===== src/rtl/universal_ff_bank.sv =====
// ---------------------------------------------------------------------------
// universal_ff_bank
//   A bank of WIDTH flip-flops sharing one clock and one synchronous reset.
//   The whole bank runs in one of four modes, chosen at runtime on each
//   enabled edge: SR, JK, D or T. The bank also reports SR set/reset
//   conflicts three ways: a per-bit flag, a saturating event counter and a
//   sticky error bit.
//
// Parameters
//   WIDTH       number of flip-flops in the bank
//   RESET_VAL   value loaded into q on reset
//   SR11_POLICY action in SR mode when s=r=1:
//                 0 = hold, 1 = reset-dominant, 2 = set-dominant, 3 = toggle
//   CNT_W       width of the conflict event counter
//
// Ports
//   clock        rising-edge clock
//   reset        synchronous, active-high; overrides en and clr_err
//   en           update enable; when 0, q, qbar and conflict all hold
//   mode         2'b00 SR, 2'b01 JK, 2'b10 D, 2'b11 T
//   a            per-bit s / j / d / t input
//   b            per-bit r / k input; ignored in D and T modes
//   clr_err      synchronous clear of conflict_cnt and err_sticky
//   q            flip-flop state
//   qbar         always exactly ~q
//   conflict     registered per-bit flag: s=r=1 in SR mode on the last
//                enabled edge
//   conflict_cnt saturating count of edges on which any bit conflicted
//   err_sticky   set by the first conflict; held until clr_err or reset
//
// No handshake: every enabled edge is an update.
// ---------------------------------------------------------------------------
module universal_ff_bank #(
  parameter int                WIDTH       = 8,
  parameter logic [WIDTH-1:0]  RESET_VAL   = {WIDTH{1'b0}},
  parameter int                SR11_POLICY = 0,
  parameter int                CNT_W       = 8
) (
  input  logic             clock,
  input  logic             reset,
  input  logic             en,
  input  logic [1:0]       mode,
  input  logic [WIDTH-1:0] a,
  input  logic [WIDTH-1:0] b,
  input  logic             clr_err,
  output logic [WIDTH-1:0] q,
  output logic [WIDTH-1:0] qbar,
  output logic [WIDTH-1:0] conflict,
  output logic [CNT_W-1:0] conflict_cnt,
  output logic             err_sticky
);

  localparam logic [1:0] MODE_SR = 2'b00;
  localparam logic [1:0] MODE_JK = 2'b01;
  localparam logic [1:0] MODE_D  = 2'b10;
  localparam logic [1:0] MODE_T  = 2'b11;

  logic [WIDTH-1:0] ff_q,       ff_d;
  logic [WIDTH-1:0] ffbar_q,    ffbar_d;
  logic [WIDTH-1:0] conflict_q, conflict_d;
  logic [CNT_W-1:0] cnt_q,      cnt_d;
  logic             err_q,      err_d;
  logic             conflict_event;

  // Next state of each bit. Disabled edges and hold cases keep ff_q.
  always_comb begin
    ff_d = ff_q;
    if (en) begin
      for (int i = 0; i < WIDTH; i++) begin
        unique case (mode)
          MODE_SR: begin
            unique case ({a[i], b[i]})
              2'b00: ff_d[i] = ff_q[i];
              2'b01: ff_d[i] = 1'b0;
              2'b10: ff_d[i] = 1'b1;
              default: begin
                // s=r=1 always resolves to a defined value, never X.
                if (SR11_POLICY == 1)      ff_d[i] = 1'b0;
                else if (SR11_POLICY == 2) ff_d[i] = 1'b1;
                else if (SR11_POLICY == 3) ff_d[i] = ~ff_q[i];
                else                       ff_d[i] = ff_q[i];
              end
            endcase
          end
          MODE_JK: begin
            unique case ({a[i], b[i]})
              2'b00:   ff_d[i] = ff_q[i];
              2'b01:   ff_d[i] = 1'b0;
              2'b10:   ff_d[i] = 1'b1;
              default: ff_d[i] = ~ff_q[i];
            endcase
          end
          MODE_D:  ff_d[i] = a[i];
          default: ff_d[i] = a[i] ? ~ff_q[i] : ff_q[i];
        endcase
      end
    end
  end

  // The complement is a separate register loaded with ~ff_d, so q ^ qbar is
  // all ones on every cycle, including straight out of reset.
  always_comb begin
    ffbar_d = ~ff_d;
  end

  // Conflict detection is only live on enabled SR edges. On a disabled edge
  // the flag holds and nothing is counted.
  always_comb begin
    conflict_d     = conflict_q;
    conflict_event = 1'b0;
    if (en) begin
      conflict_d     = (mode == MODE_SR) ? (a & b) : {WIDTH{1'b0}};
      conflict_event = (mode == MODE_SR) && (|(a & b));
    end
  end

  // A new event beats a simultaneous clr_err: the clear wipes the old
  // history and this edge's event is counted as the first of the new run.
  always_comb begin
    cnt_d = cnt_q;
    err_d = err_q;
    if (conflict_event) begin
      cnt_d = clr_err ? CNT_W'(1) : ((&cnt_q) ? cnt_q : cnt_q + CNT_W'(1));
      err_d = 1'b1;
    end else if (clr_err) begin
      cnt_d = '0;
      err_d = 1'b0;
    end
  end

  always_ff @(posedge clock) begin
    if (reset) begin
      ff_q       <= RESET_VAL;
      ffbar_q    <= ~RESET_VAL;
      conflict_q <= '0;
      cnt_q      <= '0;
      err_q      <= 1'b0;
    end else begin
      ff_q       <= ff_d;
      ffbar_q    <= ffbar_d;
      conflict_q <= conflict_d;
      cnt_q      <= cnt_d;
      err_q      <= err_d;
    end
  end

  assign q            = ff_q;
  assign qbar         = ffbar_q;
  assign conflict     = conflict_q;
  assign conflict_cnt = cnt_q;
  assign err_sticky   = err_q;

endmodule


===== config.mk =====
export PLATFORM = sky130hd
export DESIGN_NAME = universal_ff_bank
export DESIGN_NICKNAME = d
export VERILOG_FILES = /design/src/rtl/universal_ff_bank.sv
export SDC_FILE = /design/constraint.sdc
export NUM_CORES = 1
export LEC_CHECK = 0
export ABC_AREA = 0
export CAP_MARGIN = 20
export CELL_PAD_IN_SITES_DETAIL_PLACEMENT = 2
export CELL_PAD_IN_SITES_GLOBAL_PLACEMENT = 2
export CORE_ASPECT_RATIO = 1.25
export CORE_MARGIN = 2
export CORE_UTILIZATION = 25
export DETAILED_ROUTE_END_ITERATION = 6
export GPL_ROUTABILITY_DRIVEN = 1
export PLACE_DENSITY_LB_ADDON = 0.1
export SLEW_MARGIN = 20
export SYNTH_ARGS = -nofsm -noshare
export SYNTH_HDL_FRONTEND = slang
export SYNTH_SLANG_ARGS = --single-unit

===== constraint.sdc =====
create_clock -name clock -period 1.9 [get_ports clock]
set_input_delay 0.475 -clock clock [delete_from_list [all_inputs] [get_ports clock]]
set_output_delay 0.475 -clock clock [all_outputs]
set_load 0.02 [all_outputs]

==> run_results.csv <==
group,metric,value,unit
clocking,path_clk_slew,0.07,ns
cells_and_area,drive_gt1_share,23.3,%
cells_and_area,area_delta_synth_final,50.9,%
timing,worst_slack,0.0341,ns
die,dieArea,0.00862,sq mm
run_status,status,"finished, final reports clean",
synthesis,yosys_register_bits,33,
die,die_h,103,um
detailed_routing,detail-route-antenna-nets,0,
detailed_routing,wl,6360,um
power_and_ir_drop,clock_power_share,30.9,%
synthesis,synth_cell_types,43,
die,rows,36,
cells_and_area,final_common_cell,"buf_4",
cells_and_area,finalNetCount,347,
clocking,cts_root_buffer,"clkbuf_8",
timing,min_period,1.87,ns
detailed_routing,wl_per_cell,15.7,um
detailed_routing,drt_iter0_markers,73,
global_route,grt_pass1_vias,2200,
min_path,holdCritPathClass,"reg2reg",
clocking,cts_max_level,2,
place,gp_congestion,0.755,
power_and_ir_drop,p_seq_share,44.1,%
die,core-area,0.00775,sq mm
clocking,cts_hold_buf,0,
global_route,grt_util_met1,18.9,%
global_route,grtUsageMet2,28.7,%
die,initial_core_util,25.5,%
synthesis,synthesis.nets,260,
synthesis,syn_inst,221,
power_and_ir_drop,power_density,572,mW/mm^2
timing,drv_slew,0,
synthesis,syn_area_per_cell,8.92,sq um
clocking,cts_made_buffers,5,
timing,max_freq,0.536,GHz
timing,skew,0.00655,ns
global_route,grt_usage,15.5,%
job,cap_violations,0,
power_and_ir_drop,leakagePower,1.28,nW
cells_and_area,regArea,661,sq um
global_route,antenna_found_initial,0,
place,place_hpwl,4790,um
worst_setup_path,crit_required,2.10,ns
cells_and_area,multi_input_area,0.00126,sq mm
cells_and_area,n_antenna_cell,0,
synthesis,ys_seq_area_share,33.5,%
synthesis,yosysWarningCount,0,
synthesis,yosys.area.top_type_share,33.5,%
place,post-place-cells,391,
power_and_ir_drop,switching_share,29.8,%
clocking,clockBufferDepth,2,
global_route,grt_max_degree,30,
timing,finalSetupViolCount,0,
clocking,clk_latency,0.29,ns
timing,min_period_over_period,98.2,%
synthesis,synth_top_area_cell,"dfxtp_1",
synthesis,synthTopCellsByArea,"dfxtp_1, ha_1, nor2b_1",
worst_setup_path,cp.arrival,2.06,ns
die,die_w,83.4,um
synthesis,syn_area,0.00197,sq mm
cells_and_area,final_cell_mix,"buf_4, dfxtp_1, clkdlybuf4s50_1, nor2b_1, nor2_1",
power_and_ir_drop,internal_power,0.00119,W
power_and_ir_drop,p_sw,0.000508,W
power_and_ir_drop,irDropWorstVdd,0.286,mV
synthesis,synth-edff-count,0,
global_route,grt_overflow,0,
global_route,busiest_layer,"met2",
cells_and_area,nFillCells,891,
clocking,cts_tree,"built",
worst_setup_path,cp-start-kind,"input port",
timing,maxSlewHeadroom,73.3,%
place,preCtsSetupSlack,-0.648,ns
detailed_routing,drc,0,
timing,rsz0062_at_grt,"true",
global_route,grt_util_met3,2.70,%
clocking,clkSinkCount,33,
place,io_buffers,54,
worst_setup_path,setup.worst_path.class,"in2reg",
detailed_routing,drt-pass1-iter-count,4,
timing,hold_violations,0,
synthesis,synthFlopType,"dfxtp_1",
detailed_routing,vias_per_cell,5.05,
timing,worst_slew_pin_slew,0.400,ns
worst_setup_path,end_kind,"flop",
cells_and_area,instances_no_fill,404,
detailed_routing,via_count,2040,
worst_setup_path,crit_fanout,2,
die,pin_count,55,
synthesis,synth-async-reset-ratio,0,%
global_route,grt_pass1_wl,10700,um
power_and_ir_drop,power_frac_comb,25.0,%
==> power groups by stage <==
stage	Combinational [W]	Sequential [W]	Clock (W)
detailed placement	0.000426	0.000768	0
CTS	0.000428	0.000752	0.000557
finish	0.000426	0.000752	0.000526
global placement	0.000420	0.000767	0
floorplan	0.000170	0.000802	0
global route	0.000469	0.000757	0.000582
==> synthesized netlist by cell type, types with 2 or more instances <==
library cell	n
mux2_2	4
clkbuf_1	8
nor2_1	19
and3_1	2
a311oi_1	6
ha_1	17
dfxtp_1	33
nor2b_1	19
o21a_1	9
inv_1	12
a311o_1	4
a21oi_1	17
nand2_1	3
nor3b_1	4
o211ai_1	4
o211a_1	4
mux2i_1	3
or2_2	3
buf_6	2
nand3_1	4
o221ai_1	3
o21ai_0	5
a211oi_1	4
o31ai_1	6
or4_1	4
a31oi_1	5
==> layer usage <==
metal,up-vias,share of wire (%)
met4,0,0.96
met2,39,51
met3,4,2.8
met5,-,0
met1,999,45
li1,998,-
==> cells by family after synthesis <==
| family | after synthesis | share of synthesized area [%] |
|---|---|---|
| buffers and inverters | 23 | 5.14 |
| AO/OA/AOI/OAI | 75 | 27.5 |
| multiplexers | 7 | 3.81 |
| flip-flops | 33 | 33.5 |
| AND/OR/NAND/NOR | 66 | 19.2 |
| adder cells (fa/ha/maj) | 17 | 10.8 |
==> sequential cells by signal, summed over array words and instances, names as in the netlist <==
signal / count
err_sticky: 1
conflict: 8
conflict_cnt: 8
q: 8
qbar: 8
==> cell type report <==
type                    instances  share of cell area (%)
multi-input cells             165                    42.4
clock buffers                   6                    2.44
repair buffers                 91                    27.1
well taps                      95                    3.99
inverters                      12                    1.51
flip-flops and latches         33                    22.2
clock inverters                 2                   0.336
==> what timing repair did <==
action | in CTS | in global routing
pin swaps | 13 | 9
setup endpoints to repair | 14 | 12
gates resized for setup | 35 | 22
setup buffers | 4 | 1
==> worst paths after layout <==
check             depth (start not counted)                         start                           end  slack (ns)
setup / recovery                          7                          a[3]  conflict_cnt[2]$_SDFFE_PP0P_        0.03
setup reg to reg                          5  conflict_cnt[0]$_SDFFE_PP0P_  conflict_cnt[2]$_SDFFE_PP0P_        0.19
hold reg to reg                           2       err_sticky$_SDFFE_PP0P_       err_sticky$_SDFFE_PP0P_        0.49
hold / removal                            2       err_sticky$_SDFFE_PP0P_       err_sticky$_SDFFE_PP0P_        0.49
==> metrics by stage <==
stage	power (W)	setup TNS, ns	util (%)	instance area [sq um]	hold slack, ns
final	0.00170	0	38.4	2980	0.488
after global routing	0.00181	-0.0201	38.4	2980	0.517
after CTS	0.00174	0	38.0	2950	0.502
after global placement	0.00119	-8.34	36.3	2820	0.470
after detailed placement	0.00119	-8.85	36.3	2820	0.493
after floorplan	0.000971	0	-	1970	0.547
==> critical path, cell delays in order <==
cell	delay [ns]
dlygate4sd2_1	0.25
ha_2	0.21
or4_4	0.51
o21ai_4	0.16
buf_4	0.14
nor2_2	0.04
a311oi_2	0.28
Note: power is estimated with default switching activity, not from simulation.
